$ cat config.mk
export PLATFORM = sky130hd
export DESIGN_NAME = ex_mem_pipe_reg_flat
export DESIGN_NICKNAME = d
export VERILOG_FILES = /design/src/rtl/ex_mem_pipe_reg_if.sv /design/src/rtl/ex_mem_pipe_reg.sv /design/src/flat_wrapper.sv
export SDC_FILE = /design/constraint.sdc
export NUM_CORES = 1
export LEC_CHECK = 0
export ABC_CLOCK_PERIOD_IN_PS = 4500
export CAP_MARGIN = 15
export CORE_ASPECT_RATIO = 1.4
export CORE_UTILIZATION = 45
export CTS_CLUSTER_DIAMETER = 120
export CTS_CLUSTER_SIZE = 12
export DETAILED_ROUTE_END_ITERATION = 12
export GPL_ROUTABILITY_DRIVEN = 0
export PLACE_DENSITY_LB_ADDON = 0.25
export SYNTH_ARGS = -nofsm -noshare
export SYNTH_HDL_FRONTEND = slang
export SYNTH_SLANG_ARGS = --single-unit
$ cat constraint.sdc
create_clock -name clk -period 4.5 [get_ports clk]
set_input_delay 1.125 -clock clk [delete_from_list [all_inputs] [get_ports clk]]
set_output_delay 1.125 -clock clk [all_outputs]
set_load 0.01 [all_outputs]
$ cat src/rtl/ex_mem_pipe_reg_if.sv
// EX/MEM beat bundle: valid/ready handshake plus the pipeline-latch fields.
// master drives a beat, slave accepts it.
interface ex_mem_pipe_reg_if #(
  parameter int unsigned DATA_W   = 32,
  parameter int unsigned RADDR_W  = 5,
  parameter int unsigned WB_CTL_W = 2,
  parameter int unsigned M_CTL_W  = 3
);
  logic                valid;
  logic                ready;
  logic [WB_CTL_W-1:0] wb_ctl;
  logic [M_CTL_W-1:0]  m_ctl;
  logic [DATA_W-1:0]   add_result;
  logic                zero;
  logic [DATA_W-1:0]   alu_result;
  logic [DATA_W-1:0]   rdata2;
  logic [RADDR_W-1:0]  dst;

  modport master (
    output valid, wb_ctl, m_ctl, add_result, zero, alu_result, rdata2, dst,
    input  ready
  );

  modport slave (
    input  valid, wb_ctl, m_ctl, add_result, zero, alu_result, rdata2, dst,
    output ready
  );
endinterface

$ cat src/rtl/ex_mem_pipe_reg.sv
// EX/MEM pipeline register with a two-entry skid buffer, synchronous flush
// and a saturating back-pressure counter; in_ready is a flop output.
module ex_mem_pipe_reg #(
  parameter int unsigned DATA_W   = 32,
  parameter int unsigned RADDR_W  = 5,
  parameter int unsigned WB_CTL_W = 2,
  parameter int unsigned M_CTL_W  = 3,
  parameter int unsigned CNT_W    = 16
) (
  input  logic              clk,
  input  logic              rst_n,
  input  logic              flush,
  ex_mem_pipe_reg_if.slave  in_if,
  ex_mem_pipe_reg_if.master out_if,
  output logic [CNT_W-1:0]  stall_cnt,
  input  logic              stall_cnt_clr
);

  typedef struct packed {
    logic [WB_CTL_W-1:0] wb_ctl;
    logic [M_CTL_W-1:0]  m_ctl;
    logic [DATA_W-1:0]   add_result;
    logic                zero;
    logic [DATA_W-1:0]   alu_result;
    logic [DATA_W-1:0]   rdata2;
    logic [RADDR_W-1:0]  dst;
  } beat_t;

  beat_t             in_beat;
  beat_t             main_q, main_d;
  beat_t             skid_q, skid_d;
  logic              main_vld_q, main_vld_d;
  logic              skid_vld_q, skid_vld_d;
  logic [CNT_W-1:0]  cnt_q, cnt_d;
  logic              accept;
  logic              drain;

  assign in_beat = '{
    wb_ctl:     in_if.wb_ctl,
    m_ctl:      in_if.m_ctl,
    add_result: in_if.add_result,
    zero:       in_if.zero,
    alu_result: in_if.alu_result,
    rdata2:     in_if.rdata2,
    dst:        in_if.dst
  };

  // Ready depends only on skid occupancy, so out_ready never reaches in_ready combinationally.
  assign in_if.ready = ~skid_vld_q;
  assign accept      = in_if.valid & ~skid_vld_q;
  assign drain       = main_vld_q & out_if.ready;

  always_comb begin
    main_d     = main_q;
    skid_d     = skid_q;
    main_vld_d = main_vld_q;
    skid_vld_d = skid_vld_q;
    if (flush) begin
      // Bubbles keep their data but lose all side-effecting control.
      main_vld_d    = 1'b0;
      skid_vld_d    = 1'b0;
      main_d.wb_ctl = '0;
      main_d.m_ctl  = '0;
      skid_d.wb_ctl = '0;
      skid_d.m_ctl  = '0;
    end else if (!main_vld_q) begin
      if (accept) begin
        main_d     = in_beat;
        main_vld_d = 1'b1;
      end
    end else if (drain) begin
      if (skid_vld_q) begin
        main_d     = skid_q;
        skid_vld_d = 1'b0;
      end else if (accept) begin
        main_d = in_beat;
      end else begin
        main_vld_d = 1'b0;
      end
    end else if (accept) begin
      skid_d     = in_beat;
      skid_vld_d = 1'b1;
    end
  end

  always_comb begin
    cnt_d = cnt_q;
    if (stall_cnt_clr) begin
      cnt_d = '0;
    end else if (main_vld_q && !out_if.ready && cnt_q != '1) begin
      cnt_d = cnt_q + CNT_W'(1);
    end
  end

  always_ff @(posedge clk or negedge rst_n) begin
    if (!rst_n) begin
      main_q     <= '0;
      skid_q     <= '0;
      main_vld_q <= 1'b0;
      skid_vld_q <= 1'b0;
      cnt_q      <= '0;
    end else begin
      main_q     <= main_d;
      skid_q     <= skid_d;
      main_vld_q <= main_vld_d;
      skid_vld_q <= skid_vld_d;
      cnt_q      <= cnt_d;
    end
  end

  assign out_if.valid      = main_vld_q;
  assign out_if.wb_ctl     = main_q.wb_ctl;
  assign out_if.m_ctl      = main_q.m_ctl;
  assign out_if.add_result = main_q.add_result;
  assign out_if.zero       = main_q.zero;
  assign out_if.alu_result = main_q.alu_result;
  assign out_if.rdata2     = main_q.rdata2;
  assign out_if.dst        = main_q.dst;
  assign stall_cnt         = cnt_q;

endmodule

$ cat src/flat_wrapper.sv
// flat-port wrapper written by rule: the top's interface ports become plain ports
module ex_mem_pipe_reg_flat 
#(
  parameter int unsigned DATA_W   = 32,
  parameter int unsigned RADDR_W  = 5,
  parameter int unsigned WB_CTL_W = 2,
  parameter int unsigned M_CTL_W  = 3,
  parameter int unsigned CNT_W    = 16
)
  (clk, rst_n, flush, stall_cnt, stall_cnt_clr, in_if_valid, in_if_wb_ctl, in_if_m_ctl, in_if_add_result, in_if_zero, in_if_alu_result, in_if_rdata2, in_if_dst, in_if_ready, out_if_valid, out_if_wb_ctl, out_if_m_ctl, out_if_add_result, out_if_zero, out_if_alu_result, out_if_rdata2, out_if_dst, out_if_ready);
  ex_mem_pipe_reg_if #(.DATA_W(DATA_W), .RADDR_W(RADDR_W), .WB_CTL_W(WB_CTL_W), .M_CTL_W(M_CTL_W)) in_if_i ();
  ex_mem_pipe_reg_if #(.DATA_W(DATA_W), .RADDR_W(RADDR_W), .WB_CTL_W(WB_CTL_W), .M_CTL_W(M_CTL_W)) out_if_i ();
  input  logic clk;
  input  logic rst_n;
  input  logic flush;
  output logic [CNT_W-1:0] stall_cnt;
  input  logic stall_cnt_clr;
  input wire logic [$bits(in_if_i.valid)-1:0] in_if_valid;
  input wire logic [$bits(in_if_i.wb_ctl)-1:0] in_if_wb_ctl;
  input wire logic [$bits(in_if_i.m_ctl)-1:0] in_if_m_ctl;
  input wire logic [$bits(in_if_i.add_result)-1:0] in_if_add_result;
  input wire logic [$bits(in_if_i.zero)-1:0] in_if_zero;
  input wire logic [$bits(in_if_i.alu_result)-1:0] in_if_alu_result;
  input wire logic [$bits(in_if_i.rdata2)-1:0] in_if_rdata2;
  input wire logic [$bits(in_if_i.dst)-1:0] in_if_dst;
  output wire logic [$bits(in_if_i.ready)-1:0] in_if_ready;
  output wire logic [$bits(out_if_i.valid)-1:0] out_if_valid;
  output wire logic [$bits(out_if_i.wb_ctl)-1:0] out_if_wb_ctl;
  output wire logic [$bits(out_if_i.m_ctl)-1:0] out_if_m_ctl;
  output wire logic [$bits(out_if_i.add_result)-1:0] out_if_add_result;
  output wire logic [$bits(out_if_i.zero)-1:0] out_if_zero;
  output wire logic [$bits(out_if_i.alu_result)-1:0] out_if_alu_result;
  output wire logic [$bits(out_if_i.rdata2)-1:0] out_if_rdata2;
  output wire logic [$bits(out_if_i.dst)-1:0] out_if_dst;
  input wire logic [$bits(out_if_i.ready)-1:0] out_if_ready;
  assign in_if_i.valid = in_if_valid;
  assign in_if_i.wb_ctl = in_if_wb_ctl;
  assign in_if_i.m_ctl = in_if_m_ctl;
  assign in_if_i.add_result = in_if_add_result;
  assign in_if_i.zero = in_if_zero;
  assign in_if_i.alu_result = in_if_alu_result;
  assign in_if_i.rdata2 = in_if_rdata2;
  assign in_if_i.dst = in_if_dst;
  assign in_if_ready = in_if_i.ready;
  assign out_if_valid = out_if_i.valid;
  assign out_if_wb_ctl = out_if_i.wb_ctl;
  assign out_if_m_ctl = out_if_i.m_ctl;
  assign out_if_add_result = out_if_i.add_result;
  assign out_if_zero = out_if_i.zero;
  assign out_if_alu_result = out_if_i.alu_result;
  assign out_if_rdata2 = out_if_i.rdata2;
  assign out_if_dst = out_if_i.dst;
  assign out_if_i.ready = out_if_ready;
  ex_mem_pipe_reg #(.DATA_W(DATA_W), .RADDR_W(RADDR_W), .WB_CTL_W(WB_CTL_W), .M_CTL_W(M_CTL_W), .CNT_W(CNT_W)) u_core (.clk(clk), .rst_n(rst_n), .flush(flush), .in_if(in_if_i), .out_if(out_if_i), .stall_cnt(stall_cnt), .stall_cnt_clr(stall_cnt_clr));
endmodule
==> results of run 1 <==
[final timing paths]
check | end | startpoint | slack (ns)
max | u_core.out_if.alu_result[22] | out_if_ready | 1.52
min | u_core.out_if.dst[0] | u_core.out_if.dst[0] | 0.48
max reg2reg | u_core.out_if.alu_result[22] | u_core.out_if.valid | 2.11
min reg2reg | u_core.out_if.dst[0] | u_core.out_if.dst[0] | 0.48
max in group asynchronous | u_core.out_if.rdata2[26] | rst_n | 2.88
min in group asynchronous | u_core.skid_q[64] | rst_n | 0.62
[flip-flops by register name (all words and copies together) (netlist names)]
signal	count
u_core.skid_vld_q	1
u_core.out_if.add_result	32
u_core.out_if.zero	1
u_core.skid_q	107
u_core.out_if.wb_ctl	2
u_core.stall_cnt	16
u_core.out_if.m_ctl	3
u_core.out_if.valid	1
u_core.out_if.alu_result	32
u_core.out_if.rdata2	32
u_core.out_if.dst	5
[final cells by class]
class                      instances  area [sq um]
sequential                       232          5810
clock inverter                     1          8.76
clock buffer                      23           576
fill                            1742          8300
inverter                           3          11.3
timing repair buffer             248          2520
multi-input combinational        526          3570
antenna                            1          2.50
tap                              260           325
[per-layer routing]
layer	wire (um)	global-route usage (%)	vias up	share of wire [%]
met5	0	0	-	0
li1	-	-	3341	-
met3	1330	3.96	44	5.5
met2	12200	38.2	213	51
met1	9780	27.3	3542	41
met4	637	7.73	0	2.7
[report_power, final]
| group | switching (W) | leakage [nW] | internal, W |
|---|---|---|---|
| logic | 0.000470 | 2.17 | 0.000663 |
| registers | 0.000226 | 2.90 | 0.00251 |
| clock network | 0.000732 | 0.288 | 0.000901 |
| total | 0.00143 | 5.35 | 0.00408 |
[metrics by stage]
stage,setup WS [ns],cell area [sq um],power [W]
2_1_floorplan,2.10,9690,0.00326
5_1_grt,1.35,12800,0.00580
4_1_cts,1.51,12800,0.00558
6_report,1.52,12800,0.00551
3_3_place_gp,1.08,12200,0.00388
3_5_place_dp,1.04,12200,0.00393
[critical path: stages]
cell	delay, ns
clkdlybuf4s50_1	0.45
nor2b_1	0.69
nor2_2	0.17
o21ai_4	0.32
buf_4	0.41
nand2_1	0.10
o21ai_0	0.09
[cell usage after synthesis, drive strengths merged (2+ instances only)]
cell type  number  area share (%)
nand4           2            0.13
inv             3            0.12
a22oi         103             8.0
nand2         118             4.6
nand3           9            0.46
nor2           23            0.94
nor2b           6            0.39
o22ai           4            0.26
and4            2            0.21
xnor2           8            0.72
nand2b          4            0.28
nor3            2            0.22
nor3b           2            0.21
a21oi          20             1.0
buf            31             2.2
dfrtp         232              60
o21ai         105             5.5
clkbuf         31             1.2
mux2          105              12
a211oi          2            0.28
[kinds of logic after synthesis]
family / count (synthesis) / share of synthesized area, %
buffers and inverters: 65 / 3.55
multiplexers: 106 / 12.4
AND/OR/NAND/NOR: 171 / 7.75
XOR/XNOR: 9 / 0.813
adder cells (fa/ha/maj): 1 / 0.129
flip-flops: 232 / 59.9
AO/OA/AOI/OAI: 239 / 15.4
==> key figures, run 1 <==
Setup path
  • Critical path type: primary input to flip-flop
  • CP Data Required Time: approximately 5 ns
  • R2R depth: 6
  • Critical path startpoint category: primary input
  • Worst EP arrival: about 3.4 ns
  • Worst Setup End Kind: flip-flop
  • Critical Path Fanout Max: 27

Global route
  • Initial antenna violation count: 1
  • Vias in the first global route: 7303
  • Largest net degree at the start of global routing: 94
  • Total track usage: between 20 and 25%
  • Remaining global-route overflow: 0
  • First-pass GRT wire length: between 30 and 40 mm

Die
  • Die X: about 130 um
  • # IOs: 238
  • Core ar.: about 21000 sq um
  • # rows: 63
  • Die H: around 180 um
  • Initial Utilization: 45.9%
  • Die footprint: roughly 22000 sq um

Synth
  • Synth Register Bits: between 200 and 250
  • Seq/Total Area, Yosys: between 50% and 60%
  • Mapped Nets: 937
  • Post-synth EDFFs: 0
  • Cell count after synthesis: around 820
  • Top_reg_cell synth: dfrtp_1
  • Count of warnings emitted by yosys: 0
  • Synth Cell Area: ~9700 sq um
  • Cell variety after synth: 45
  • Avg Inst Size Synth: around 12 sq um
  • FFs w/ async S/R, synth: between 90% and 100%

Clocking
  • # H-tree levels: 1
  • Total CTS buffers: 23
  • Post-cts resize count: 0
  • Clock tree buffer depth: 3
  • Setup bufs post-CTS: 0
  • Post-CTS Hold Buffers: 0
  • Reg clk slew, reported paths: around 0.06 ns
  • Root Buffer: clkbuf_16
  • CTS tree: built
  • Clock latency on the worst-skew pair: approximately 0.5 ns
  • Clock sink count: about 230

Cells and area
  • Area Overhead vs Synth: 32.3%
  • Most common cell after layout, fill and taps aside: clkdlybuf4s50_1
  • Commonest non-fill, non-tap cells in the layout: clkdlybuf4s50_1, dfrtp_1, nand2_1, a22oi_1
  • Final-stage net count: 1148
  • Final cell count without fillers: about 1300
  • Fin util: 60.7%
  • Fraction of layout cells with a size suffix above 1: between 10% and 20%

Timing
  • Worst slew pin tran: roughly 0.85 ns
  • Final Cycle Share: approximately 66%
  • RSZ-0062 raised after global routing: false
  • Max-slew violations: 0
  • Final Hold Vio Count: 0
  • Setup tns final: 0 ns
  • Final setup fails: 0
  • Relative slew slack: between 40% and 50%
  • Final Skew: ~0.01 ns
  • Fmax: ~340 MHz
  • Final hold slack: ~0.48 ns
  • Post-route minimum period: approximately 3 ns

Placed design
  • Placed cells: about 1300
  • DP HPWL: about 15 mm
  • Port bufs: about 240

Routing
  • DR vias/cell: roughly 5.5
  • DRT antenna net count: 0
  • DR pass1 iterations: 4
  • DRC violations left: 0
  • Vias after detailed routing: about 7100
  • DRT Wirelength: about 24 mm
  • 1st-iter DRT viols: 414
  • Drt wl/cell: around 19 um

Power and ir drop
  • Leak: 5.35 nW
  • P per Cell Area: between 400 and 500 nW/um^2
  • Max VDD drop: around 0.29 mV

Run
  • Max Cap Viol: 0

Worst hold path
  • WHS Path Cells: 2
  • Class of the worst hold path: flip-flop to flip-flop

Outcome
  • Outcome: finished clean
Power figures use the tool's default switching activity.
==> run 2, diff against run 1 <==
- ABC_CLOCK_PERIOD_IN_PS: 4500 -> 2910
- clock period: 4.5 -> 2.91 ns (I/O delays scaled with it)
==> key figures, run 2 (synthesis gave the netlist of run 1 again) <==
Clocking
  • CTS tree: built
  • Clock sink count: 232 (unchanged)
  • Setup bufs post-CTS: 0 (unchanged)
  • Clock latency on the worst-skew pair: 0.50 ns (about the same)
  • # H-tree levels: 1 (unchanged)
  • Post-cts resize count: 0 (unchanged)
  • Total CTS buffers: 23 (unchanged)
  • Post-CTS Hold Buffers: 0 (unchanged)
  • Root Buffer: clkbuf_16
  • Clock tree buffer depth: 3 (unchanged)
  • Reg clk slew, reported paths: 0.06 ns (about the same)

Routing
  • DR vias/cell: 5.52 (about the same)
  • Drt wl/cell: 18.3 um (-1.1%)
  • 1st-iter DRT viols: 452 (+9.2%)
  • DRC violations left: 0 (unchanged)
  • DRT Wirelength: 23.9 mm (-0.36%)
  • DRT antenna net count: 0 (unchanged)
  • DR pass1 iterations: 4 (unchanged)
  • Vias after detailed routing: 7188 (+0.67%)

Setup path
  • CP Cell Sequence: inv_1, clkdlybuf4s50_1
  • FF-to-FF setup slack: 0.73 ns (-1.38 ns)
  • Critical Path Fanout Max: 7 (-74%)
  • R2R depth: 7 (+1)
  • Worst R2R End: u_core.stall_cnt[7]
  • CP Data Required Time: 2.18 ns (-2.72 ns)
  • Slowest cell on the critical path: clkdlybuf4s50_1
  • CP max stage delay: 0.53 ns (-0.16 ns)
  • Critical path type: flip-flop to output pin
  • Critical path startpoint category: flip-flop
  • Worst Setup End Kind: output pin
  • RR Startpoint: u_core.stall_cnt[0]
  • Worst EP arrival: 1.57 ns (-1.81 ns)

Cells and area
  • Fillers: 1724 (-1.0%)
  • Max FFs per register: 107 (unchanged)
  • Area of the multi-input gates: 3570 sq um (unchanged)
  • Final cell count without fillers: 1303 (+0.70%)
  • Most common cell after layout, fill and taps aside: clkdlybuf4s50_1
  • Final-stage net count: 1157 (+0.78%)
  • Storage cell area: 5810 sq um (unchanged)
  • Top reg by flops: u_core.skid_q
  • Commonest non-fill, non-tap cells in the layout: clkdlybuf4s50_1, dfrtp_1, nand2_1, a22oi_1
  • Fraction of layout cells with a size suffix above 1: 15.1% (+0.74 points)
  • Area Overhead vs Synth: 33.7%

Run
  • Max Cap Viol: 0 (unchanged)

Timing
  • Worst slew pin tran: 0.716 ns (-0.137 ns)
  • Final Cycle Share: about four fifths
  • Setup tns final: 0 ns (unchanged)
  • Final hold slack: 0.201 ns (-0.275 ns)
  • Final Skew: 0.0146 ns (+0.00458 ns)
  • PnR worst setup slack: 0.612 ns (-0.908 ns)
  • Max-slew violations: 0 (unchanged)
  • Post-route minimum period: around 2.3 ns
  • RSZ-0062 raised after global routing: false
  • Fmax: 435 MHz
  • Final Hold Vio Count: 0 (unchanged)
  • Relative slew slack: 52.1% (+9.1 points)
  • Final setup fails: 0 (unchanged)

Placed design
  • Placed cells: 1278 (+0.71%)
  • Port bufs: 237 (unchanged)
  • Pre-CTS WS: 0.322 ns (-0.715 ns)
  • DP HPWL: 15.6 mm (+3.2%)

Power and ir drop
  • Leak: 5.42 nW (+1.2%)
  • Design Power: 0.00853 W (+55%)
  • Max VDD drop: 0.411 mV (+43%)
  • P per Cell Area: 658 nW/um^2 (+53%)

Outcome
  • Outcome: finished clean

Die
  • Core ar.: 21100 sq um (unchanged)
  • Initial Utilization: 45.9% (unchanged)
  • Die H: 176 um (unchanged)
  • # rows: 63 (unchanged)
  • Die footprint: 22100 sq um (unchanged)
  • # IOs: 238 (unchanged)
  • Die X: 126 um (unchanged)

Global route
  • Initial antenna violation count: 1 (unchanged)
  • Largest net degree at the start of global routing: 83 (-12%)
  • Vias in the first global route: 7415 (+1.5%)
  • First-pass GRT wire length: 39.1 mm (+1.3%)
  • Remaining global-route overflow: 0 (unchanged)
  • Total track usage: 22.1% (+0.11 points)

Worst hold path
  • Class of the worst hold path: primary input to async pin
-- run 2: per-layer routing --
layer / part of all wire (%) / global-route usage [%] / vias up
li1: - / - / 3369
met1: 40 / 27.1 / 3581
met2: 52 / 39.0 / 199
met3: 5.4 / 4.26 / 39
met4: 2.3 / 6.83 / 0
met5: 0 / 0 / -
-- run 2: final cells by class --
class                   instances  area share, %
clock buffers                  23           4.44
well taps                     260           2.51
multi-input cells             526           27.6
flip-flops and latches        232           44.8
clock inverters                 1         0.0676
diodes                          1         0.0193
repair buffers                257           20.5
inverters                       3         0.0869
-- run 2: per-stage QoR --
step           util (%)  area [sq um]
6_report           61.3         13000
3_3_place_gp       58.5         12400
5_1_grt            61.3         12900
3_5_place_dp       58.5         12400
4_1_cts            61.3         12900
2_1_floorplan         -          9690
-- run 2: worst max-delay path, delay by kind of cell, from the launching register on --
kind     cells  cell delay (ns)
buf+inv      2             0.61
flops        1             0.46
-- run 2: worst max-delay path by stage --
stage	startpoint	endpoint	slack [ns]	cells past startpoint
after detailed placement	in_if_valid	u_core.out_if.alu_result[26]	0.32	6
after global routing	u_core.skid_vld_q	in_if_ready	0.55	2
after global placement	in_if_valid	u_core.out_if.alu_result[26]	0.36	6
final	u_core.skid_vld_q	in_if_ready	0.61	2
after floorplan	out_if_ready	u_core.stall_cnt[15]	0.91	5
after CTS	u_core.skid_vld_q	in_if_ready	0.59	2
-- run 2: where the power goes --
| group | internal, W | total [W] | switching, W |
|---|---|---|---|
| clock | 0.00139 | 0.00251 | 0.00112 |
| sequential | 0.00389 | 0.00425 | 0.000357 |
| combinational | 0.00104 | 0.00177 | 0.000728 |
| total | 0.00632 | 0.00853 | 0.00220 |
==> run 3, diff against run 2 <==
- ABC_CLOCK_PERIOD_IN_PS: 2910 -> 2000
- clock period: 2.91 -> 2 ns (I/O delays scaled with it)
==> key figures, run 3 (synthesis gave the netlist of run 1 again) <==
Outcome
  • Outcome: finished clean

Clocking
  • CTS tree: built
  • Total CTS buffers: 23 (unchanged)
  • Clock sink count: 232 (unchanged)
  • # H-tree levels: 1 (unchanged)
  • Clock tree buffer depth: 3 (unchanged)
  • Clock latency on the worst-skew pair: 0.50 ns (about the same)
  • Root Buffer: clkbuf_16
  • Reg clk slew, reported paths: 0.06 ns (about the same)

Die
  • Die X: 126 um (unchanged)
  • Initial Utilization: 45.9% (unchanged)
  • # rows: 63 (unchanged)
  • Die footprint: 22100 sq um (unchanged)
  • Die H: 176 um (unchanged)
  • # IOs: 238 (unchanged)
  • Core ar.: 21100 sq um (unchanged)

Power and ir drop
  • Leak: 5.80 nW (+7.0%)
  • P per Cell Area: 934 nW/um^2 (+42%)
  • Max VDD drop: 0.518 mV (+26%)
  • Design Power: 0.0125 W (+47%)

Timing
  • Final setup fails: 0 (unchanged)
  • PnR worst setup slack: 0.0372 ns (-0.574 ns)
  • Final Skew: 0.00868 ns (-0.00589 ns)
  • Setup tns final: 0 ns (unchanged)
  • Worst slew pin tran: 0.572 ns (-0.145 ns)
  • Max-slew violations: 0 (unchanged)
  • Final Hold Vio Count: 0 (unchanged)
  • Relative slew slack: 61.9% (+9.8 points)
  • Fmax: 509 MHz
  • Post-route minimum period: ~2.0 ns
  • RSZ-0062 raised after global routing: false
  • Final Cycle Share: 98.1%

Cells and area
  • Fillers: 1732 (+0.46%)
  • Max FFs per register: 107 (unchanged)
  • Top reg by flops: u_core.skid_q
  • Fraction of layout cells with a size suffix above 1: 18.7% (+3.7 points)
  • Finished Cell Area: 13400 sq um (+3.3%)
  • Final-stage net count: 1198 (+3.5%)
  • Commonest non-fill, non-tap cells in the layout: dfrtp_1, clkdlybuf4s50_1, nand2_1, a22oi_1
  • Area of the multi-input gates: 3570 sq um (about the same)
  • Storage cell area: 5810 sq um (about the same)
  • Most common cell after layout, fill and taps aside: dfrtp_1
  • Area Overhead vs Synth: 38.1%

Setup path
  • Worst EP arrival: 1.46 ns (-0.11 ns)
  • Critical path startpoint category: flip-flop
  • Critical Path Fanout Max: 2 (-5)
  • Family with the most delay on the worst path: buffers and inverters
  • CP Data Required Time: 1.50 ns (-0.68 ns)
  • CP max stage delay: 0.56 ns (+0.03 ns)
  • Slowest cell on the critical path: clkdlybuf4s50_1
  • CP Cell Sequence: clkdlybuf4s50_1
  • Worst Setup End Kind: output pin
  • R2R depth: 6 (-1)
  • Crit path buf inv count: 1 (-1)
  • Levels on crit path: 1 (-1)
  • Critical path type: flip-flop to output pin

Global route
  • Total track usage: 22.5% (+0.50 points)
  • Largest net degree at the start of global routing: 70 (-16%)
  • Remaining global-route overflow: 0 (unchanged)
  • Initial antenna violation count: 1 (unchanged)
  • Vias in the first global route: 7410 (-0.067%)
  • First-pass GRT wire length: 39.6 mm (+1.5%)

Routing
  • DR vias/cell: 5.53 (+0.22%)
  • DRC violations left: 0 (unchanged)
  • Vias after detailed routing: 7436 (+3.5%)
  • Drt wl/cell: 18.3 um (about the same)
  • DR pass1 iterations: 6 (+2)
  • 1st-iter DRT viols: 428 (-5.3%)
  • DRT antenna net count: 0 (unchanged)
  • DRT Wirelength: 24.7 mm (+3.2%)

Placed design
  • DP HPWL: 16.1 mm (+3.3%)
  • Port bufs: 237 (unchanged)
  • Pre-CTS WS: -0.302 ns (-0.623 ns)
  • Area post-placement: 12700 sq um (+2.9%)

Worst hold path
  • Class of the worst hold path: flip-flop to flip-flop
  • WHS Path Cells: 2

Run
  • Max Cap Viol: 0 (unchanged)
## run 3: cell types whose count changed in the layout (fill, tap and decap cells not counted), sizes merged
cell	delta
dlygate4sd3	+1
clkdlybuf4s50	-14
inv	+1
dlymetal6s2s	+6
buf	+40
dlygate4sd2	+8
## run 3: power by group
part	internal, W	switching (W)
Clock	0.00204	0.00166
Combinational	0.00156	0.00108
Sequential	0.00566	0.000507
Total	0.00926	0.00325
## run 3: path summary, 6_finish.rpt
kind	from	to	slack, ns
min in group asynchronous	rst_n	u_core.out_if.alu_result[22]	0.56
max in group asynchronous	rst_n	u_core.skid_q[70]	0.80
min	u_core.out_if.dst[1]	u_core.out_if.dst[1]	0.47
max reg2reg	u_core.stall_cnt[0]	u_core.stall_cnt[7]	0.15
max	u_core.out_if.dst[3]	out_if_dst[3]	0.04
min reg2reg	u_core.out_if.dst[1]	u_core.out_if.dst[1]	0.47
## run 3: layout make-up
cell class / count / area share, %
Timing Repair Buffer: 298 / 22.9
Multi-Input combinational cell: 526 / 26.7
Clock inverter: 2 / 0.131
Tap cell: 260 / 2.43
Inverter: 3 / 0.0841
Antenna cell: 1 / 0.0187
Sequential cell: 232 / 43.4
Clock buffer: 23 / 4.30
## run 3: repair_timing
action | 4_1_cts | 5_1_grt
pin swaps | 0 | 0
hold endpoints to repair | 57 | 0
setup endpoints to repair | 13 | 7
resized for setup | 12 | 7
buffers inserted | 5 | 1
hold buffers | 1 | 0
## run 3: worst register-to-register path, delay by kind of cell (launching register included)
kind            cells  cell delay, ns
compound gates      1            0.29
fa+ha+maj           1            0.23
flops               1            0.39
mux                 1            0.31
simple gates        3            0.53
## run 3: metal layers
metal / share of wire [%] / vias to the layer above / global-route usage (%)
met4: 2.9 / 0 / 8.13
met3: 5.3 / 43 / 3.93
li1: - / 3440 / -
met5: 0 / - / 0
met2: 52 / 236 / 39.2
met1: 40 / 3717 / 28.2
## run 3: through the flow
stage	cells	hold WS (ns)	util, %
final	1345	0.475	63.4
after global routing	1344	0.497	63.3
after CTS	1343	0.482	63.2
after detailed placement	1312	0.469	60.2
after global placement	1312	0.460	60.2
after floorplan	823	0.204	-
